## config.mk

```make
export PLATFORM = sky130hd
export DESIGN_NAME = vball_sprite_dma
export DESIGN_NICKNAME = d
export VERILOG_FILES = /design/src/rtl/vball_sprite_dma.sv
export SDC_FILE = /design/constraint.sdc
export NUM_CORES = 2
export LEC_CHECK = 0
export BUFFER_PORTS_ARGS = -buffer_cell sky130_fd_sc_hd__buf_2
export CAP_MARGIN = 20
export CORE_MARGIN = 1.5
export CORE_UTILIZATION = 45
export CTS_CLUSTER_SIZE = 24
export DETAILED_ROUTE_END_ITERATION = 10
export GPL_ROUTABILITY_DRIVEN = 0
export PLACE_DENSITY = 0.71
export SETUP_SLACK_MARGIN = 0.3
export SYNTH_ARGS = -nofsm -noshare
export SYNTH_HDL_FRONTEND = slang
export SYNTH_SLANG_ARGS = --single-unit
```

## constraint.sdc

```tcl
create_clock -name clk_sys -period 3.8 [get_ports clk_sys]
set_clock_uncertainty 0.1 [all_clocks]
set_input_delay 0.76 -clock clk_sys [delete_from_list [all_inputs] [get_ports clk_sys]]
set_output_delay 0.76 -clock clk_sys [all_outputs]
set_load 0.05 [all_outputs]
```

## src/rtl/vball_sprite_dma.sv

```systemverilog
`default_nettype none
// ============================================================================
// Module   : vball_sprite_dma
// Purpose  : Double-buffered sprite attribute RAM. The CPU writes a shadow
//            buffer at any time; on every vblank rising edge a DMA engine
//            copies the whole shadow buffer into the display buffer that the
//            sprite renderer reads, so the renderer never sees a half-updated
//            sprite list.
// Ports    : clk_sys    - system clock, rising edge
//            rst_n      - asynchronous active-low reset
//            cpu_addr   - CPU byte address into the shadow buffer
//            cpu_din    - CPU write data
//            cpu_we     - CPU write strobe (one write per cycle)
//            cpu_dout   - registered shadow readback (read-first)
//            vblank     - vertical blank from the video timing block
//            freeze     - (SPRITE_DMA_FREEZE_EN only) suppress copy start
//            sma        - renderer read address
//            smd        - registered display-buffer data
//            dma_busy   - copy in progress
//            frame_done - one-cycle pulse when a copy completes
// Options  : `define SPRITE_DMA_FREEZE_EN adds the freeze input.
// Revision : 1.0 - initial release
// ============================================================================
module vball_sprite_dma #(
  parameter int AW = 8
) (
  input  logic          clk_sys,
  input  logic          rst_n,
  input  logic [AW-1:0] cpu_addr,
  input  logic [7:0]    cpu_din,
  input  logic          cpu_we,
  output logic [7:0]    cpu_dout,
  input  logic          vblank,
`ifdef SPRITE_DMA_FREEZE_EN
  input  logic          freeze,
`endif
  input  logic [AW-1:0] sma,
  output logic [7:0]    smd,
  output logic          dma_busy,
  output logic          frame_done
);

  localparam int            DEPTH    = 1 << AW;
  localparam logic [AW:0]   CNT_ONE  = {{AW{1'b0}}, 1'b1};
  localparam logic [AW-1:0] ADDR_ONE = {{(AW-1){1'b0}}, 1'b1};

  typedef enum logic [1:0] {
    ST_IDLE  = 2'd0,
    ST_PRIME = 2'd1,
    ST_COPY  = 2'd2,
    ST_DONE  = 2'd3
  } state_t;

  state_t        state;
  logic [AW:0]   cnt;        // one extra bit so the final address never wraps
  logic          vbl_d;

  logic [7:0]    shadow  [DEPTH];
  logic [7:0]    display [DEPTH];
  logic [7:0]    dma_rdata;

  logic          start;
  logic          rd_en;
  logic          wr_en;
  logic [AW-1:0] rd_addr;
  logic [AW-1:0] wr_addr;

`ifdef SPRITE_DMA_FREEZE_EN
  assign start = (state == ST_IDLE) & vblank & ~vbl_d & ~freeze;
`else
  assign start = (state == ST_IDLE) & vblank & ~vbl_d;
`endif

  // PRIME reads address 0 (cnt is 0 there); COPY keeps reading ahead until
  // the counter reaches DEPTH, at which point only the last write remains.
  assign rd_en   = (state == ST_PRIME) | ((state == ST_COPY) & ~cnt[AW]);
  assign rd_addr = cnt[AW-1:0];
  // Write trails the read by one cycle; modular subtraction maps cnt=DEPTH
  // onto the last address.
  assign wr_en   = (state == ST_COPY);
  assign wr_addr = cnt[AW-1:0] - ADDR_ONE;

  // Shadow buffer. DMA port forwards a same-cycle CPU write to the same
  // address so a byte written exactly as it is fetched is captured.
  always_ff @(posedge clk_sys) begin
    if (cpu_we) begin
      shadow[cpu_addr] <= cpu_din;
    end
    if (rd_en) begin
      dma_rdata <= (cpu_we && (cpu_addr == rd_addr)) ? cpu_din : shadow[rd_addr];
    end
  end

  // CPU readback: read-first, so a same-cycle write returns the old byte.
  always_ff @(posedge clk_sys or negedge rst_n) begin
    if (!rst_n) begin
      cpu_dout <= 8'h00;
    end else begin
      cpu_dout <= shadow[cpu_addr];
    end
  end

  // Display buffer. The write enable decodes the FSM state, so an
  // asynchronous reset mid-copy blocks any further writes immediately.
  always_ff @(posedge clk_sys) begin
    if (wr_en) begin
      display[wr_addr] <= dma_rdata;
    end
  end

  always_ff @(posedge clk_sys or negedge rst_n) begin
    if (!rst_n) begin
      smd <= 8'h00;
    end else begin
      smd <= display[sma];
    end
  end

  // Copy sequencer with registered status outputs.
  always_ff @(posedge clk_sys or negedge rst_n) begin
    if (!rst_n) begin
      state      <= ST_IDLE;
      cnt        <= '0;
      vbl_d      <= 1'b0;
      dma_busy   <= 1'b0;
      frame_done <= 1'b0;
    end else begin
      vbl_d      <= vblank;
      frame_done <= 1'b0;
      case (state)
        ST_IDLE: begin
          if (start) begin
            state    <= ST_PRIME;
            cnt      <= '0;
            dma_busy <= 1'b1;
          end
        end
        ST_PRIME: begin
          cnt   <= CNT_ONE;
          state <= ST_COPY;
        end
        ST_COPY: begin
          if (cnt[AW]) begin
            state      <= ST_DONE;
            dma_busy   <= 1'b0;
            frame_done <= 1'b1;
          end else begin
            cnt <= cnt + CNT_ONE;
          end
        end
        ST_DONE: begin
          state <= ST_IDLE;
        end
        default: begin
          state <= ST_IDLE;
        end
      endcase
    end
  end

endmodule
`default_nettype wire

```

==> flow_summary.json <==
{
  "status": "completed",
  "worstSetupStartpointType": "flop",
  "fp-row-count": 229,
  "total_switching_power_mw": 28.2,
  "setup_violations": 0,
  "fillerInstances": 29100,
  "finalCriticalPeriod_ns": 3.65,
  "p_leak_nw": 65.9,
  "port_buffers": 45,
  "synth_area_um2": 176000,
  "hold_violations": 0,
  "die_w_um": 629,
  "clkSinkCount": 4134,
  "synth_common_cells": "edfxtp_1 (4,104), mux4_2 (1,700), nor2_1 (575)",
  "cpPeakStageDelay_ns": 0.53,
  "p_int_mw": 82.6,
  "p_per_area_nw_per_um2": 537,
  "yosysTopAreaCellShare_pct": 70.0,
  "ios": 46,
  "viasPerCell": 6.55,
  "synth-seq-cells": 4134,
  "synth_area_per_cell_um2": 21.2,
  "tns_ns": 0,
  "yosysTopAreaCell": "edfxtp_1",
  "end_kind": "flop",
  "dp_hpwl_mm": 339,
  "max_cap_viol_count": 0,
  "hp-class": "in -> reg",
  "path_common_cell": "buf_4",
  "clock_path_buffers": 4,
  "grt_pass1_wl_mm": 737,
  "ctsHtreeMaxLevel": 5,
  "core_um2": 389000,
  "synth_cell_types": 75,
  "first_global_vias": 99100,
  "synth_most_common_cell": "edfxtp_1",
  "rsz0062_at_grt": "yes",
  "dr_total_vias": 98700,
  "first_iter_violations": 15700,
  "wl_mm": 522,
  "cts_tree": "yes",
  "detail-route-antenna-nets": 0,
  "fin_ws_ns": 0.153,
  "ys_top_cells_by_area": "edfxtp_1 (70%), mux4_2 (22%), mux2i_1 (1.4%), nor2_1 (1.2%), buf_2 (0.55%)",
  "die_h_um": 629,
  "power.share.sequential_pct": 48.7,
  "max_slew_margin_pct": 7.94,
  "antenna_found_initial": 32,
  "cp.required_ns": 4.43,
  "dr.pass1.iters": 11,
  "synth_edf_count": 4104,
  "cp_max_fo": 12,
  "layout.nets": 9555,
  "grt_usage_pct": 26.0,
  "clk_latency_ns": 1.00,
  "dieArea_um2": 395000,
  "crit_arrival_ns": 4.28,
  "wire_per_inst_um": 34.6,
  "max_freq_mhz": 274,
  "clkPwrFrac_pct": 36.2,
  "start_util_pct": 45.2,
  "yosysSeqAreaShare_pct": 70.4,
  "fin_crit_sh_pct": 96.0,
  "finalMaxSlewViolations": 0,
  "synth_nets": 8341,
  "ys_warn_count": 0,
  "crit_chain": "buf_12, buf_16, mux4_2, a22oi_2, nand3_2, o21ai_1, buf_4, o2111ai_4, a222oi_1, buf_4, o22ai_2, buf_4",
  "ys.flop_type": "edfxtp_1",
  "comb_power_share_pct": 15.1,
  "switching_share_pct": 25.5,
  "grt_max_degree": 201,
  "grt.overflow.total": 0,
  "root_buffer": "clkbuf_16",
  "critPathKind": "reg -> reg",
  "tightest_slew_ns": 1.38,
  "synth_cells": 8303,
  "cts_made_buffers": 408,
  "layout-drive-gt1-share_pct": 38.5,
  "clk_pin_slew_ns": 0.07,
  "postSynth.asyncResetShare_pct": 0.726,
  "pre_cts_slack_ns": -0.497,
  "area_growth_pct": 17.2,
  "drc": 0,
  "slowest_stage": "mux4_2",
  "vdd.ir_drop.worst_v": 0.000580
}
[cells by family after synthesis]
group / after synthesis / share of synthesized area (%)
AO/OA/AOI/OAI: 508 / 1.98
XOR/XNOR: 13 / 0.0647
adder cells (fa/ha/maj): 10 / 0.0711
buffers and inverters: 606 / 1.65
flip-flops: 4134 / 70.4
multiplexers: 1954 / 23.2
AND/OR/NAND/NOR: 1078 / 2.61
[cell usage in the layout, fill, tap and decap left out, drive strengths merged, types with 13 or more instances in the layout]
| cell type | Yosys | routed |
|---|---|---|
| mux4 | 1700 | 1700 |
| nor4 | 20 | 20 |
| clkinv | 1 | 177 |
| inv | 18 | 36 |
| o21ai | 67 | 67 |
| a21oi | 77 | 77 |
| dfrtp | 30 | 30 |
| o22ai | 104 | 104 |
| nand2 | 243 | 243 |
| a221oi | 36 | 36 |
| a22oi | 95 | 95 |
| xnor2 | 13 | 13 |
| clkinvlp | 0 | 20 |
| nand4 | 29 | 29 |
| nand2b | 19 | 19 |
| mux2i | 248 | 248 |
| nor2 | 576 | 576 |
| clkbuf | 254 | 505 |
| buf | 333 | 1374 |
| or3 | 18 | 18 |
| a211oi | 26 | 26 |
| nand3 | 66 | 66 |
| nor3 | 47 | 47 |
| diode | 0 | 13 |
| nor2b | 18 | 18 |
| bufinv | 0 | 37 |
| edfxtp | 4104 | 4104 |
| o32ai | 19 | 19 |
[critical path, delay by kind of cell (launching register included)]
family,cells,cell delay (ns)
muxes,1,0.53
buffers and inverters,5,0.96
and+or+nand+nor,1,0.17
DFF,1,0.47
AOI/OAI and AO/OA,5,1.14
[flip-flops by register name, indices dropped and copies added (netlist names)]
register,flops
display,2048
vbl_d,1
cpu_dout,8
frame_done,1
dma_rdata,8
shadow,2048
cnt,9
dma_busy,1
smd,8
state,2
[power by group through the flow]
stage / Combinational, mW / Clock, mW / Sequential (mW)
floorplan: 7.16 / 0 / 57.0
global placement: 15.0 / 0 / 54.9
detailed placement: 15.6 / 0 / 54.9
CTS: 16.3 / 40.3 / 53.9
global route: 17.4 / 41.9 / 53.9
finish: 16.8 / 40.0 / 54.0
[final timing paths]
check | from | endpoint | depth (start not counted) | slack (ns)
hold / removal | cpu_din[0] | shadow[28][0] | 1 | 0.06
max in group asynchronous | rst_n | cnt[3] | 3 | 2.95
hold reg to reg | cnt[8] | frame_done | 2 | 0.54
setup reg to reg | cnt[0] | dma_rdata[1] | 12 | 0.15
min in group asynchronous | rst_n | smd[0] | 2 | 0.08
setup / recovery | cnt[0] | dma_rdata[1] | 12 | 0.15
[stage by stage]
stage	area (µm²)	hold WS [ns]	util, %	power [mW]	cells
2_1_floorplan	176000	0.364	-	64.2	8303
6_report	206000	0.0633	53.0	111	15100
5_1_grt	206000	0.0547	53.0	113	15100
4_1_cts	206000	0.0230	52.9	111	15000
3_3_place_gp	192000	0.516	49.3	70.0	14200
3_5_place_dp	192000	0.543	49.3	70.6	14200
[layout make-up]
cell class	count	area (µm²)	share of cell area, %
clock inverters	251	2340	1.13
well taps	5197	6500	3.15
repair buffers	1391	12900	6.24
clock buffers	497	10800	5.21
diodes	13	32.5	0.0158
multi-input cells	3563	49800	24.1
flip-flops and latches	4134	124000	60.1
inverters	19	91.3	0.0443
[what timing repair did]
| item | CTS | global route |
|---|---|---|
| buffers inserted | 23 | 23 |
| endpoints found under the hold margin | 31 | 0 |
| pin swaps | 5 | 18 |
| setup endpoints to repair | 707 | 787 |
| hold buffers | 2 | 0 |
| resized for setup | 86 | 67 |
| cloned | 8 | 0 |
[layer usage]
metal | track usage (%) | wire length (µm) | vias up | part of all wire (%)
met1 | 33.3 | 180000 | 51800 | 35
met3 | 7.48 | 66100 | 1462 | 13
met5 | 0 | 310 | - | 0.059
met2 | 40.8 | 245000 | 7295 | 47
li1 | - | - | 38100 | -
met4 | 12.8 | 30000 | 26 | 5.7
No activity file was read; power rests on OpenSTA's default activity.
